==> config.mk <==
export PLATFORM = sky130hd
export DESIGN_NAME = read_operation_ctrl
export DESIGN_NICKNAME = d
export VERILOG_FILES = /design/src/rtl/read_operation_ctrl.sv
export SDC_FILE = /design/constraint.sdc
export NUM_CORES = 1
export LEC_CHECK = 0
export BUFFER_PORTS_ARGS = -buffer_cell sky130_fd_sc_hd__buf_2
export CAP_MARGIN = 20
export CORE_AREA = 2 2 120 122
export DETAILED_ROUTE_END_ITERATION = 8
export DIE_AREA = 0 0 122 124
export HOLD_SLACK_MARGIN = 0.1
export SYNTH_ARGS = -nofsm -noshare
export SYNTH_HDL_FRONTEND = slang
export SYNTH_SLANG_ARGS = --single-unit
==> constraint.sdc <==
create_clock -name clk -period 1.75 [get_ports clk]
set_input_delay 0.4375 -clock clk [delete_from_list [all_inputs] [get_ports clk]]
set_output_delay 0.4375 -clock clk [all_outputs]
set_load 0.005 [all_outputs]
==> src/rtl/read_operation_ctrl.sv <==
// Read-side burst controller for the 7-entry factorial register file.
// Define READ_BYPASS_EN to forward same-cycle write data (wEn/wData) into loaded beats.
module read_operation_ctrl #(
    parameter int DATA_W = 32,
    parameter int NREG   = 7,
    parameter int AW     = 3
) (
    input  logic                   clk,
    input  logic                   reset_n,
    input  logic                   rd_req,
    input  logic [AW-1:0]          rd_addr,
    input  logic [AW-1:0]          rd_len,
    input  logic [NREG*DATA_W-1:0] regs_flat,
    input  logic [NREG-1:0]        wEn,
    input  logic [DATA_W-1:0]      wData,
    input  logic                   rd_ready,
    output logic                   rd_valid,
    output logic [DATA_W-1:0]      rd_data,
    output logic                   rd_last,
    output logic                   rd_busy,
    output logic                   rd_err
);

    localparam logic [AW-1:0] LAST_ADDR = AW'(NREG - 1);

    typedef enum logic {IDLE, STREAM} state_t;

    state_t            state_q, state_d;
    logic [AW-1:0]     addr_q, addr_d;
    logic [AW-1:0]     cnt_q, cnt_d;
    logic [AW-1:0]     next_addr;
    logic [AW-1:0]     load_addr;
    logic [DATA_W-1:0] load_data;
    logic [DATA_W-1:0] data_d;
    logic              valid_d, last_d, busy_d, err_d;

    // Beat counts above the register count collapse to a full-file burst.
    function automatic logic [AW-1:0] clamp_len(input logic [AW-1:0] len);
        return (len > LAST_ADDR) ? LAST_ADDR : len;
    endfunction

    function automatic logic [AW-1:0] wrap_inc(input logic [AW-1:0] a);
        return (a == LAST_ADDR) ? '0 : a + AW'(1);
    endfunction

    function automatic logic [DATA_W-1:0] reg_word(input logic [NREG*DATA_W-1:0] flat,
                                                   input logic [AW-1:0]          a);
        return flat[a*DATA_W +: DATA_W];
    endfunction

    assign next_addr = wrap_inc(addr_q);
    assign load_addr = (state_q == IDLE) ? rd_addr : next_addr;

`ifdef READ_BYPASS_EN
    // A write landing on the same edge as the load wins over the stale file value.
    assign load_data = wEn[load_addr] ? wData : reg_word(regs_flat, load_addr);
`else
    logic unused_bypass;
    assign unused_bypass = ^{wEn, wData};
    assign load_data     = reg_word(regs_flat, load_addr);
`endif

    always_comb begin
        state_d = state_q;
        addr_d  = addr_q;
        cnt_d   = cnt_q;
        data_d  = rd_data;
        valid_d = rd_valid;
        last_d  = rd_last;
        busy_d  = rd_busy;
        err_d   = 1'b0;
        unique case (state_q)
            IDLE: begin
                if (rd_req) begin
                    if (rd_addr > LAST_ADDR) begin
                        err_d = 1'b1;
                    end else begin
                        state_d = STREAM;
                        addr_d  = rd_addr;
                        cnt_d   = clamp_len(rd_len);
                        data_d  = load_data;
                        valid_d = 1'b1;
                        last_d  = (clamp_len(rd_len) == '0);
                        busy_d  = 1'b1;
                    end
                end
            end
            STREAM: begin
                if (rd_valid && rd_ready) begin
                    if (cnt_q == '0) begin
                        state_d = IDLE;
                        valid_d = 1'b0;
                        last_d  = 1'b0;
                        busy_d  = 1'b0;
                    end else begin
                        addr_d = next_addr;
                        cnt_d  = cnt_q - AW'(1);
                        data_d = load_data;
                        last_d = (cnt_q == AW'(1));
                    end
                end
            end
            default: state_d = IDLE;
        endcase
    end

    always_ff @(posedge clk or negedge reset_n) begin
        if (!reset_n) begin
            state_q  <= IDLE;
            addr_q   <= '0;
            cnt_q    <= '0;
            rd_data  <= '0;
            rd_valid <= 1'b0;
            rd_last  <= 1'b0;
            rd_busy  <= 1'b0;
            rd_err   <= 1'b0;
        end else begin
            state_q  <= state_d;
            addr_q   <= addr_d;
            cnt_q    <= cnt_d;
            rd_data  <= data_d;
            rd_valid <= valid_d;
            rd_last  <= last_d;
            rd_busy  <= busy_d;
            rd_err   <= err_d;
        end
    end

endmodule

==> flow_metrics.py <==
metrics = {
    "cells_and_area": {
        "regArea_um2": 1050,
        "multiInputGateArea_um2": 2480,
        "area_growth_pct": 69.2,
        "n_antenna_cell": 0,
        "drive_above_1_share_pct": 47.0,
        "fillers": 1445,
        "final_cell_area_um2": 5970,
        "layout_common_cells": "buf_2, nand2_1, a21oi_1",
        "layout_commonest_cell": "buf_2",
        "fin_nets": 1073,
    },
    "clock_tree": {
        "h-tree-depth": 2,
        "clk_latency_ns": 0.29,
        "cts.sinks": 42,
        "clk_pin_slew_worst_paths_ns": 0.06,
        "cts_buffers": 5,
        "max-clock-path-buffers": 2,
        "cts_tree": "yes",
        "ctsRootBufferMaster": "clkbuf_16",
    },
    "routing": {
        "route.detailed.drc": 0,
        "vias": 4785,
        "drt_iter0_markers": 225,
        "ant_nets": 0,
        "dr.pass1.iters": 4,
        "wire_per_inst_um": 15.9,
        "via_per_inst": 4.89,
        "detail_route.wirelength_um": 15600,
    },
    "power": {
        "total_leakage_power_nw": 3.02,
        "p_sw_w": 0.00499,
        "power.share.switching_pct": 45.3,
        "ir_drop_v": 0.000784,
        "clockPowerShare_pct": 9.1,
        "combPwrFrac_pct": 74.9,
        "power_density_nw_per_um2": 1850,
        "finalPower_w": 0.0110,
        "seq_power_share_pct": 16.0,
        "power.internal_w": 0.00603,
    },
    "yosys": {
        "yosysSeqAreaShare_pct": 29.8,
        "async_reset_ff_share_pct": 100,
        "ys_seq_elements": 42,
        "synth_edf_count": 0,
        "avgSynthCellArea_um2": 7.05,
        "synth_warnings": 0,
        "synth_top_flop_cell": "dfrtp_1",
        "synth_cell_types": 35,
        "synth_area_um2": 3530,
        "syn-num-nets": 776,
        "syn_inst": 500,
    },
    "timing": {
        "worst_slack_ns": -0.119,
        "tightest_slew_ns": 0.330,
        "maxSlewViolCount": 0,
        "fin_crit_sh_pct": 107,
        "finalHoldViolations": 0,
        "max_freq_mhz": 535,
        "setup_viol": 32,
        "grt_setup_unrepaired": "true",
        "layout_min_cycle_time_ns": 1.87,
        "skew_ns": 0.00348,
        "slew_headroom_pct": 77.5,
    },
    "status": {
        "violations": "negative setup slack",
        "status": "finished with violations",
    },
    "floorplanning": {
        "io_pins": 309,
        "core_um2": 13700,
        "chipWidth_um": 122,
        "dieArea_um2": 15100,
        "initial_core_util_pct": 25.7,
        "rows": 43,
        "die_h_um": 124,
    },
    "grt": {
        "grt-ovfl-total": 0,
        "grt_pass1_vias": 4814,
        "antenna_found_initial": 1,
        "track_usage_pct": 20.1,
        "grt_max_degree": 43,
        "grt_pass1_wl_um": 23800,
    },
    "worst_setup_path": {
        "critPathSlowestCell": "dfrtp_1",
        "cp_slowest_stage_delay_ns": 0.41,
        "crit_arrival_ns": 2.05,
        "cpMostUsedCell": "buf_12",
        "path_class": "flop to flop",
        "r2r_cells": 8,
        "start_kind": "flop",
        "end_kind": "flop",
        "path_cells": "buf_6 -> nor3b_4 -> o31a_4 -> buf_12 -> buf_12 -> mux2i_4 -> o22ai_2 -> a31o_1",
        "crit_required_ns": 1.94,
        "critPathMaxFanout": 17,
    },
    "place": {
        "port_buffers": 269,
        "placed_area_um2": 5550,
        "hpwlAfterDp_um": 11500,
        "gp_congestion": 0.793,
    },
    "worst_hold_path": {
        "hp-class": "input port to async pin",
    },
    "flow_run": {
        "cap_violations": 0,
    },
}
## critical path: cells and delay by family (launching register included)
family / cells / cell delay [ns]
AOI/OAI and AO/OA: 3 / 0.48
buffers and inverters: 3 / 0.44
DFF: 1 / 0.41
muxes: 1 / 0.24
and+or+nand+nor: 1 / 0.19
## state kept, by name, indices dropped and copies added, names as in the netlist
register / flops
addr_q: 3
rd_data: 32
cnt_q: 3
rd_last: 1
rd_busy: 1
state_q: 1
rd_err: 1
## logic make-up (layout without fill, tap and decap cells)
logic type | after synthesis | after routing | share of synthesized area (%)
compound gates | 152 | 152 | 27.4
buf+inv | 47 | 344 | 6.07
flops | 42 | 42 | 29.8
simple gates | 222 | 223 | 26.0
fa+ha+maj | 3 | 3 | 1.06
mux | 34 | 34 | 9.69
## cell usage after synthesis, types with 3 or more instances
master      n  area, µm²
buf_2       9       45.0
clkbuf_1   27        101
a31oi_1     3       18.8
dfrtp_1    42       1050
buf_4       5       37.5
nand3_1    36        180
a31o_1     30        263
ha_1        3       37.5
o22a_1      3       26.3
o22ai_1    32        200
mux2i_1    33        330
nand2_1   134        503
o21ai_0     6       30.0
nor2_1     40        150
a21oi_1    71        355
## final timing paths
kind	start	slack (ns)	endpoint
max	addr_q[2]$_DFFE_PN0P_	-0.12	rd_data[23]$_DFFE_PN0P_
min	reset_n	0.12	rd_data[15]$_DFFE_PN0P_
max reg2reg	addr_q[2]$_DFFE_PN0P_	-0.12	rd_data[23]$_DFFE_PN0P_
min reg2reg	rd_last$_DFFE_PN0P_	0.53	rd_last$_DFFE_PN0P_
max in group asynchronous	reset_n	1.39	addr_q[0]$_DFFE_PN0P_
min in group clk	rd_len[1]	0.44	cnt_q[1]$_DFFE_PN0P_
## layer usage
metal  vias to the layer above  GRT usage (%)  share of wire, %
li1                       2364              -                 -
met5                         -              0             0.071
met2                       216           34.8                47
met3                        28           4.67               8.4
met4                         2           6.11               1.9
met1                      2175           25.0                42
## repair_timing
action,in CTS,in global routing
resized for setup,19,22
setup endpoints to repair,37,35
hold buffers,0,0
buffers inserted,8,1
gates cloned,1,0
pin swaps,6,2
## power by group through the flow
stage                     Clock, W  Sequential, W  Combinational [W]
final                      0.00100        0.00176            0.00825
after global placement           0        0.00175            0.00759
after CTS                  0.00105        0.00176            0.00812
after floorplan                  0        0.00180            0.00461
after detailed placement         0        0.00176            0.00761
after global routing       0.00106        0.00182            0.00908
## final cells by class
cell class              instances  area share (%)
flip-flops and latches         42            17.6
well taps                     180            3.77
repair buffers                333            34.4
multi-input cells             412            41.5
clock buffers                   7            2.39
clock inverters                 1          0.0839
inverters                       3           0.189
## per-stage QoR
step / utilization, % / hold WS [ns] / cells / worst slack, ns / TNS, ns
finish: 43.5 / 0.122 / 978 / -0.119 / -1.84
global route: 43.5 / 0.133 / 978 / -0.229 / -5.32
CTS: 42.9 / 0.122 / 978 / -0.130 / -2.43
detailed placement: 40.4 / 0.445 / 961 / -0.372 / -9.66
global placement: 40.4 / 0.446 / 961 / -0.351 / -9.15
floorplan: - / 0.142 / 500 / -0.0630 / -0.500
(Power assumes the default switching activity.)
